<file path="config.mk">
export PLATFORM = sky130hd
export DESIGN_NAME = sync_event_arbiter
export DESIGN_NICKNAME = d
export VERILOG_FILES = /design/src/rtl/sync_event_arbiter.sv
export SDC_FILE = /design/constraint.sdc
export NUM_CORES = 1
export LEC_CHECK = 0
export CAP_MARGIN = 10
export CORE_ASPECT_RATIO = 1.25
export CORE_MARGIN = 4
export CORE_UTILIZATION = 58
export CTS_BUF_LIST = sky130_fd_sc_hd__clkbuf_4 sky130_fd_sc_hd__clkbuf_8
export DETAILED_ROUTE_END_ITERATION = 10
export PLACE_DENSITY_LB_ADDON = 0.08
export SYNTH_ARGS = -nofsm -noshare
export SYNTH_HDL_FRONTEND = slang
export SYNTH_HIERARCHICAL = 1
export SYNTH_SLANG_ARGS = --single-unit
export TNS_END_PERCENT = 5
</file>
<file path="constraint.sdc">
create_clock -name clk -period 5 [get_ports clk]
set_clock_uncertainty 0.05 [all_clocks]
set_input_delay 1 -clock clk [delete_from_list [all_inputs] [get_ports clk]]
set_output_delay 1 -clock clk [all_outputs]
set_load 0.01 [all_outputs]
</file>
<file path="src/rtl/sync_event_arbiter.sv">
// Async-input event controller: per-channel two-flop synchronizer and debouncer, with
// round-robin queuing of debounced level changes onto one valid/ready record stream.

module sync2ps (
  input  logic clk,
  input  logic rst,
  input  logic d,
  output logic q
);

  logic meta_q;

  always_ff @(posedge clk) begin
    if (rst) begin
      meta_q <= 1'b0;
      q      <= 1'b0;
    end else begin
      meta_q <= d;
      q      <= meta_q;
    end
  end

endmodule

module sync_event_arbiter #(
  parameter int unsigned N        = 4,
  parameter int unsigned DEBOUNCE = 3
) (
  input  logic                 clk,
  input  logic                 rst,
  input  logic [N-1:0]         async_in,
  input  logic [N-1:0]         en,
  output logic                 ev_valid,
  input  logic                 ev_ready,
  output logic [$clog2(N)-1:0] ev_chan,
  output logic                 ev_rise,
  output logic [N-1:0]         level,
  output logic [N-1:0]         overflow,
  input  logic [N-1:0]         ovf_clr
);

  localparam int unsigned CW = $clog2(N);
  localparam int unsigned DW = $clog2(DEBOUNCE + 1);
  localparam logic [DW-1:0] CntLast = DW'(DEBOUNCE - 1);

  localparam logic [0:0] StEmpty = 1'b0;
  localparam logic [0:0] StHold  = 1'b1;

  logic [N-1:0]    s;
  logic [DW-1:0]   cnt_q [N];
  logic [DW-1:0]   cnt_d [N];
  logic [N-1:0]    level_q, level_d;
  logic [N-1:0]    toggle;
  logic [N-1:0]    pend_q, pend_d;
  logic [N-1:0]    dir_q, dir_d;
  logic [N-1:0]    ovf_q, ovf_d;
  logic [CW-1:0]   ptr_q, ptr_d;
  logic [0:0]      state_q, state_d;
  logic [CW-1:0]   chan_q, chan_d;
  logic            rise_q, rise_d;
  logic            found;
  logic [CW-1:0]   pick;
  logic            load;
  logic            take;

  for (genvar i = 0; i < N; i++) begin : g_sync
    sync2ps u_sync (
      .clk (clk),
      .rst (rst),
      .d   (async_in[i]),
      .q   (s[i])
    );
  end

  // Debounce: a new synchronized value must persist DEBOUNCE cycles before level follows.
  always_comb begin
    level_d = level_q;
    toggle  = '0;
    for (int i = 0; i < N; i++) begin
      cnt_d[i] = '0;
      if (s[i] != level_q[i]) begin
        if (cnt_q[i] == CntLast) begin
          level_d[i] = ~level_q[i];
          toggle[i]  = 1'b1;
        end else begin
          cnt_d[i] = cnt_q[i] + DW'(1);
        end
      end
    end
  end

  // Round-robin search starts just after the last granted channel.
  always_comb begin
    int unsigned idx;
    found = 1'b0;
    pick  = ptr_q;
    for (int unsigned k = 1; k <= N; k++) begin
      idx = (32'(ptr_q) + k) % N;
      if (!found && pend_q[idx]) begin
        found = 1'b1;
        pick  = CW'(idx);
      end
    end
  end

  assign load = (state_q == StEmpty) || ev_ready;
  assign take = load && found;

  always_comb begin
    state_d = state_q;
    chan_d  = chan_q;
    rise_d  = rise_q;
    ptr_d   = ptr_q;
    if (load) begin
      if (found) begin
        state_d = StHold;
        chan_d  = pick;
        rise_d  = dir_q[pick];
        ptr_d   = pick;
      end else begin
        state_d = StEmpty;
      end
    end
  end

  // A change arriving while the slot is being drained refills it instead of overflowing.
  always_comb begin
    logic taken;
    pend_d = pend_q;
    dir_d  = dir_q;
    ovf_d  = ovf_q & ~ovf_clr;
    for (int i = 0; i < N; i++) begin
      taken = take && (pick == CW'(i));
      if (taken) begin
        pend_d[i] = 1'b0;
      end
      if (toggle[i] && en[i]) begin
        if (!pend_q[i] || taken) begin
          pend_d[i] = 1'b1;
          dir_d[i]  = level_d[i];
        end else begin
          ovf_d[i] = 1'b1;
        end
      end
    end
  end

  always_ff @(posedge clk) begin
    if (rst) begin
      for (int i = 0; i < N; i++) begin
        cnt_q[i] <= '0;
      end
      level_q <= '0;
      pend_q  <= '0;
      dir_q   <= '0;
      ovf_q   <= '0;
      ptr_q   <= CW'(N - 1);
      state_q <= StEmpty;
      chan_q  <= '0;
      rise_q  <= 1'b0;
    end else begin
      for (int i = 0; i < N; i++) begin
        cnt_q[i] <= cnt_d[i];
      end
      level_q <= level_d;
      pend_q  <= pend_d;
      dir_q   <= dir_d;
      ovf_q   <= ovf_d;
      ptr_q   <= ptr_d;
      state_q <= state_d;
      chan_q  <= chan_d;
      rise_q  <= rise_d;
    end
  end

  assign ev_valid = (state_q == StHold);
  assign ev_chan  = chan_q;
  assign ev_rise  = rise_q;
  assign level    = level_q;
  assign overflow = ovf_q;

endmodule

</file>
# Word-level counts from Yosys, hierarchy flattened
# Memory sizes are Yosys's and may differ from the RTL's.
# Index checks and enable logic that the tools add are counted.
[totals]
rom_bits = 0
inputBits = 15
n_memories = 1
ram_bits = 8
output_inout_bits = 12
regBits = 30
word_cells = 155
latch_bits = 0
[mem_list]
columns = ["name", "depth", "width", "read_ports", "rd_ports_with_merged_regs", "write_ports", "line_no", "rtl"]
rows = [
  ["cnt_q", 4, 2, 4, 0, 4, "50", "logic [DW-1:0] cnt_q [N];"],
]
[op_classes]
addsub = 8
n_shift = 0
multipliers = 0
n_eq_ne = 11
div_mod_pow = 0
bitwise_logic = 11
muxes = 70
n_lt_le_gt_ge = 5
n_reduce_logical = 30
[ops]
columns = ["op", "count"]
rows = [
  ["2-to-1 mux 1 bit", 49],
  ["2-to-1 mux 2 bit", 16],
  ["less-than comparator 2 x 3 -> 1 bit, second input constant", 5],
  ["adder 2 x 1 -> 2 bit, second input constant", 6],
  ["equality test 2 bit, second input constant", 6],
  ["logical AND 1 bit", 12],
  ["binary-select mux 1 bit (select 2 bit)", 5],
  ["AND reduction 2 bit", 5],
  ["logical NOT 1 bit", 7],
  ["logical OR 1 bit", 5],
  ["inverter 1 bit", 5],
  ["adder 2 bit, second input constant", 2],
  ["bitwise AND 4 bit", 1],
  ["inequality test 1 bit", 4],
  ["inverter 4 bit", 1],
  ["OR 1 bit", 4],
  ["equality test 2 x 1 -> 1 bit, second input constant", 1],
  ["logical NOT 2 bit", 1],
]

# Longest topological paths before layout
# Gate-level depths: netlist (run 1).
[logic_depth]
ltp_word = 18
ltp_mapped = 7
ltp_nobuf = 6

# Hierarchy
# Netlist (run 1), hierarchy kept.
[modules_own_cells]
columns = ["module", "cells_per_inst", "area_per_inst_um2", "seq_area_each_um2", "n_inst"]
rows = [
  ["sync_event_arbiter", 153, 1357.6, 600.6, 1],
  ["sync2ps", 4, 52.6, 40.0, 4],
]

# Worst setup path before layout (run 1)
# No wires, ideal clock.
[synth_path]
path_kind = "input -> register"
start = "input ev_ready"
end = "register dir_q[0]"
setup_slack_ns = 2.656
path_buffers = 1
arrival_time_ns = 2.164
path_stages = 6
t_required_ns = 4.820
setup_time_ns = 0.130
cell_sequence = "inv_1 a21o_4 or4_1 buf_2 o211ai_1 o211ai_1"
[synth_via]
elab_chain_len = 5
[synth_lines]
columns = ["item", "line_no", "rtl"]
rows = [
  ["from (decl)", "34", "input logic ev_ready,"],
  ["logical OR 1 bit", "106", "assign load = (state_q == StEmpty) || ev_ready;"],
  ["logical AND 1 bit", "107", "assign take = load && found;"],
  ["logical AND 1 bit", "133", "taken = take && (pick == CW'(i));"],
  ["logical OR 1 bit", "138", "if (!pend_q[i] || taken) begin"],
  ["AND reduction 2 bit (no line)", "n/a", ""],
  ["to (signal assigned)", "167", "dir_q <= dir_d;"],
  ["to (decl)", "55", "logic [N-1:0] dir_q, dir_d;"],
]
# No other way between the ends.
# A chain may end at the register's enable or synchronous reset.

# Final worst setup path (run 1)
# Ends and elaborated chain as after synthesis.

==> results of run 1 <==
==> kinds of logic after synthesis <==
| kind of cell | Yosys count |
|---|---|
| compound gates | 33 |
| xor+xnor | 4 |
| flops | 38 |
| fa+ha+maj | 4 |
| simple gates | 71 |
| buf+inv | 10 |
| mux | 9 |
==> power by group through the flow <==
| stage | logic (mW) | clock network, mW | registers [mW] |
|---|---|---|---|
| floorplan | 0.00983 | 0 | 0.315 |
| global placement | 0.0230 | 0 | 0.315 |
| detailed placement | 0.0237 | 0 | 0.315 |
| CTS | 0.0238 | 0.273 | 0.308 |
| global route | 0.0264 | 0.286 | 0.309 |
| finish | 0.0235 | 0.267 | 0.308 |
==> state kept, by name (all words and copies together), names as in the netlist <==
name,count
level,4
ev_valid,1
ev_chan,2
g_sync.u_sync/meta_q,4
ptr_q,2
pend_q,4
overflow,4
dir_q,4
ev_rise,1
cnt_q,8
g_sync.u_sync/q,4
==> how the worst max path moves through the flow <==
stage	from	end	slack, ns	depth (start not counted)
2_1_floorplan	ev_ready	dir_q[0]	2.66	6
3_3_place_gp	ev_ready	dir_q[0]	2.14	6
3_5_place_dp	ev_ready	dir_q[2]	2.08	6
4_1_cts	ev_ready	dir_q[2]	2.46	6
5_1_grt	ev_ready	dir_q[2]	2.36	6
6_report	ev_ready	dir_q[0]	2.45	6
==> worst max-delay path, stage by stage <==
cell	delay, ns
clkdlybuf4s50_1	0.46
inv_1	0.06
a21o_4	0.25
or4_1	0.63
o211ai_1	0.22
o211ai_1	0.11
==> final cells by class <==
cell class              count  area (um^2)  area share
clock buffers               6         51.3      0.0262
flip-flops and latches     38          761       0.388
inverters                   5         18.8     0.00957
well taps                  33         41.3      0.0211
repair buffers             27          268       0.137
multi-input cells         121          761       0.388
clock inverters             2         60.1      0.0306
==> Yosys cell counts, types with 2 or more instances <==
cell type and count:
mux2i_1 7, a21oi_1 12, o32ai_1 2, inv_1 5, and3_1 2, nor2_1 21
nand2b_1 6, nor2b_1 13, ha_1 4, a21boi_0 2, mux2_1 2, nand2_1 15
or3_1 2, dfxtp_1 38, nand3_1 4, clkbuf_1 3, nor4_1 2, o211ai_1 6
xor2_1 4, o31ai_1 2, o21ai_1 2, o22ai_1 2
==> metal layers <==
layer  up-vias  part of all wire  global-route usage
met5         -                 0                   0
met4         0             0.012              0.0717
met3         4             0.048              0.0564
met2        24              0.53               0.341
met1       575              0.41               0.204
li1        643                 -                   -
==> through the flow <==
step / setup WS [ns] / std cells / instance area (um^2) / power, mW / utilization
floorplan: 2.66 / 169 / 1570 / 0.325 / -
global placement: 2.14 / 224 / 1850 / 0.338 / 0.739
detailed placement: 2.08 / 224 / 1850 / 0.339 / 0.739
CTS: 2.46 / 232 / 1960 / 0.605 / 0.784
global route: 2.36 / 232 / 1960 / 0.622 / 0.784
finish: 2.45 / 232 / 1960 / 0.599 / 0.784
==> metrics.md, run 1 <==
| Metric | Value |
|---|---|
| Drt initial violations | `24` |
| TritonCTS clock tree | `built` |
| #FFs+latches synth | `38` |
| Die footprint | `0.00360 mm^2` |
| WHS Path Cells | `1` |
| Most frequent cells in the layout | `dfxtp_1 (38), clkdlybuf4s50_1 (26), nor2_1 (21)` |
| Die height | `66.1 um` |
| Tcrit/Tclk final | `0.510` |
| CTS-repair resized insts | `0` |
| Status | `finished clean` |
| Setup Fix Bufs, Post-CTS | `0` |
| Setup violators final | `0` |
| Ys Warns | `6` |
| Filler cell count | `184` |
| Max_slew headroom | `0.490` |
| Core Region | `0.00250 mm^2` |
| First drt pass iteration count | `4` |
| Hold Fails Final Rpt | `0` |
| Post-synth EDFFs | `0` |
| Share of layout cells above drive strength 1 | `0.0653` |
| Hold crit path type | `flip-flop to flip-flop` |
| Commonest non-fill, non-tap cell in the layout | `dfxtp_1` |
| DRC errors left | `0` |
| Count of cell types in the netlist | `35` |
| Vias in the first global route | `1,227` |
| Num CTS Buffers | `5` |
| Largest fanout on the critical path | `9` |
| Post-route setup TNS | `0 ns` |
| XOR/XNOR Fraction of Synth Area | `0.0223` |
| Syn avg cell area | `9.28 um^2` |
| CP startpoint kind | `input pin` |
| Yosys top cell by area | `dfxtp_1` |
| Hold-fix buffers at CTS | `0` |
| Slew Viols, Final | `0` |
| Clk pwr share | `0.446` |
| Initial antenna violation count | `0` |
| Crit path kind | `input pin to flip-flop` |
| Hold path startpoint | `cnt_q[2][0]` |
| Post-Syn Area | `0.00157 mm^2` |
| Clk slew on worst S/H paths | `0.12 ns` |
| Post-synth ARST share | `0` |
| Net switching power | `0.108 mW` |
| Clock buffer depth | `2` |
| Min Tclk post-route | `2.55 ns` |
| Top-area cell type share of the netlist area | `0.485` |
| WHS | `0.366 ns` |
| Average wire per standard cell | `12.4 um` |
| Combinational family with the most area after synthesis | `simple AND/OR/NAND/NOR gates` |
| Required @ worst endpoint | `5.18 ns` |
| Initial Util | `0.627` |
| Hold endpoint | `cnt_q[2][0]` |
| Max Cap Viol | `0` |
| Mapped Cells | `169` |
| CTS H-Tree Depth | `2` |
| Critical Path End Type | `flip-flop` |
| R2R depth | `5` |
| PwrDens | `305 mW/mm^2` |
| Nets | `217` |
| Row cnt | `20` |
| RSZ-0062 raised after global routing | `no` |
| Leak | `0.735 nW` |
| Port-buffer cells | `26` |
| Root Driver | `clkbuf_4` |
| Routability Congestion | `0.829` |
| Total wire length | `2880 um` |
| Reg2reg start | `ptr_q[1]` |
| Gate power share | `0.039` |
| ANT nets after route | `0` |
| Clk sinks | `38` |
| Max Fclk | `0.392 GHz` |
| Area growth syn-to-layout | `25.1%` |
| Simple-Gate Fraction of Synth Area | `0.231` |
| Post-Synth Adder-Cell Area | `0.0319` |
| Sequential share of the synthesized area | `0.485` |
| Vias per inst | `5.37` |
| P_int | `0.490 mW` |
| Wire length of the first global-routing pass | `5070 um` |
| Mux share of post-synthesis cell area | `0.0591` |
| Top cells by area, synth | `dfxtp_1 (49%), nor2b_1 (5.2%), nor2_1 (5.0%)` |
| Worst-margin pin slew | `0.758 ns` |
| Chip width | `54.5 um` |
| Main synth FF type | `dfxtp_1` |
| Seq pwr share | `0.515` |
| HPWL after DPL | `2170 um` |
| # IOs | `27` |
| Grt total ovfl | `0` |
| Worst r2r dst | `dir_q[3]` |
| Syn nets | `188` |
| Routed vias | `1,246` |
| Largest net degree at the start of global routing | `38` |
| Synth Area in Compound Gates | `0.141` |
| Worst vdd ir | `0.000358 V` |
| Tot GR Track Use | `0.192` |
| Switching portion of total power | `0.181` |
| ANT cells | `0` |
| R2r setup slk | `2.88 ns` |
| Crit path DAT | `2.73 ns` |
| Worst-skew pair later-pin latency | `0.34 ns` |
Power figures use the tool's default switching activity.
==> run 2, diff against run 1 <==
--- a/config.mk
+++ b/config.mk
@@ -8,7 +8,7 @@
 export CAP_MARGIN = 10
 export CORE_ASPECT_RATIO = 1.25
 export CORE_MARGIN = 4
-export CORE_UTILIZATION = 58
+export CORE_UTILIZATION = 49
 export CTS_BUF_LIST = sky130_fd_sc_hd__clkbuf_4 sky130_fd_sc_hd__clkbuf_8
 export DETAILED_ROUTE_END_ITERATION = 10
 export PLACE_DENSITY_LB_ADDON = 0.08
==> constraint.sdc (replaced) <==
create_clock -name clk -period 2.12 [get_ports clk]
set_clock_uncertainty 0.05 [all_clocks]
set_input_delay 0.424 -clock clk [delete_from_list [all_inputs] [get_ports clk]]
set_output_delay 0.424 -clock clk [all_outputs]
set_load 0.01 [all_outputs]
==> metrics.md, run 2 (synthesis results as in run 1) <==
| Metric | Value |
|---|---|
| CP bufs+invs | `0` |
| Setup Fix Bufs, Post-CTS | `0` |
| Crit-path leading delay family | `compound AO/OA/AOI/OAI gates` |
| Grt total ovfl | `0` |
| First drt pass iteration count | `4` |
| Vias per inst | `5.35` |
| Hold path startpoint | `cnt_q[1][0]` |
| Average wire per standard cell | `13.3 um` |
| ANT cells | `0` |
| Row cnt | `22` |
| Routability Congestion | `0.825` |
| Max Cap Viol | `0` |
| Routed vias | `1,301` |
| R2r setup slk | `0.09 ns` |
| WHS Path Cells | `1` |
| Max Fclk | `0.492 GHz` |
| Cells along the critical path | `a21oi_1 -> o31a_2 -> or3_1 -> o22ai_1 -> mux2_1` |
| Clk sinks | `38` |
| Worst r2r dst | `dir_q[1]` |
| Total wire length | `3240 um` |
| Slew Viols, Final | `0` |
| Hold crit path type | `flip-flop to flip-flop` |
| DRC errors left | `0` |
| Nets | `225` |
| RSZ-0062 raised after global routing | `no` |
| # IOs | `27` |
| Worst-margin pin slew | `0.616 ns` |
| Worst vdd ir | `0.000499 V` |
| Crit path kind | `flip-flop to flip-flop` |
| Reg2reg start | `ptr_q[1]` |
| Clock buffer depth | `2` |
| Root Driver | `clkbuf_4` |
| Die height | `71.2 um` |
| CTS H-Tree Depth | `2` |
| Largest net degree at the start of global routing | `24` |
| Worst-skew pair later-pin latency | `0.36 ns` |
| Die footprint | `0.00417 mm^2` |
| Leak | `0.749 nW` |
| Initial antenna violation count | `0` |
| Most frequent cells in the layout | `dfxtp_1 (38), clkdlybuf4s50_1 (26), nor2_1 (21)` |
| PwrDens | `600 mW/mm^2` |
| CP startpoint kind | `flip-flop` |
| Chip width | `58.6 um` |
| Max_slew headroom | `0.585` |
| Drt initial violations | `46` |
| Tot GR Track Use | `0.176` |
| Clk slew on worst S/H paths | `0.12 ns` |
| Port-buffer cells | `26` |
| Design area | `0.00198 mm^2` |
| Initial Util | `0.523` |
| Core Region | `0.00300 mm^2` |
| Hold endpoint | `cnt_q[1][0]` |
| Required @ worst endpoint | `2.31 ns` |
| Hold-fix buffers at CTS | `0` |
| Slowest CP cell | `dfxtp_1` |
| Area growth syn-to-layout | `26.5%` |
| Biggest register | `cnt_q` |
| Min Tclk post-route | `2.03 ns` |
| DP Area | `0.00191 mm^2` |
| Commonest non-fill, non-tap cell in the layout | `dfxtp_1` |
| Post-route setup TNS | `0 ns` |
| Tcrit/Tclk final | `0.959` |
| Vias in the first global route | `1,276` |
| Num CTS Buffers | `5` |
| Wire length of the first global-routing pass | `5590 um` |
| Final core utilization | `0.661` |
| TritonCTS clock tree | `built` |
| HPWL after DPL | `2420 um` |
| Setup violators final | `0` |
| Largest register FFs | `8` |
| Critical Path End Type | `flip-flop` |
| Crit path DAT | `2.22 ns` |
| ANT nets after route | `0` |
| Share of layout cells above drive strength 1 | `0.101` |
| R2R depth | `5` |
| Slowest cell delay on critical path | `0.50 ns` |
| Hold Fails Final Rpt | `0` |
| Largest fanout on the critical path | `8` |
| Status | `finished clean` |
## run 2: how the worst max path moves through the flow
stage                     startpoint       end  slack, ns  depth (start not counted)
after detailed placement    ev_ready  dir_q[2]      -0.20                          6
final                       ptr_q[1]  dir_q[1]       0.09                          5
after global placement      ev_ready  dir_q[0]      -0.16                          6
after global routing        ptr_q[1]  dir_q[1]      0.002                          5
after floorplan             ptr_q[1]  dir_q[1]       0.19                          6
after CTS                   ptr_q[1]  dir_q[1]       0.11                          5
## run 2: final cells by class
class / instances / area [um^2]
clock inverter: 2 / 12.5
fill: 264 / 1020
sequential: 38 / 761
clock buffer: 6 / 51.3
multi-input combinational: 121 / 767
timing repair buffer: 35 / 328
tap: 36 / 45.0
inverter: 5 / 18.8
## run 2: worst register-to-register path, delay by kind of cell (launching register included)
family | cells | cell delay, ns
flops | 1 | 0.50
compound gates | 3 | 0.66
mux | 1 | 0.33
simple gates | 1 | 0.37
## run 2: stage by stage
step                      cells  hold slack, ns  power [mW]  setup WS [ns]
final                       243           0.366        1.19         0.0877
after global routing        243           0.400        1.24        0.00155
after CTS                   243           0.369        1.20          0.109
after detailed placement    235           0.356       0.801         -0.196
after global placement      235           0.348       0.799         -0.157
after floorplan             169           0.341       0.766          0.192
## run 2: timing repair
action | 4_1_cts | 5_1_grt
resized for setup | 0 | 1
setup endpoints to repair | 0 | 1
hold endpoints to repair | 0 | 0
## run 2: layer usage
metal	global-route usage	wire length [um]	vias up
li1	-	-	663
met1	0.191	1310	600
met2	0.301	1690	31
met3	0.0685	170	7
met4	0.0730	70	0
met5	0	0	-
## run 2: power breakdown
group	internal [mW]	switching (mW)	total, mW
Sequential	0.723	0.00414	0.727
Combinational	0.0352	0.0221	0.0573
Clock	0.159	0.246	0.405
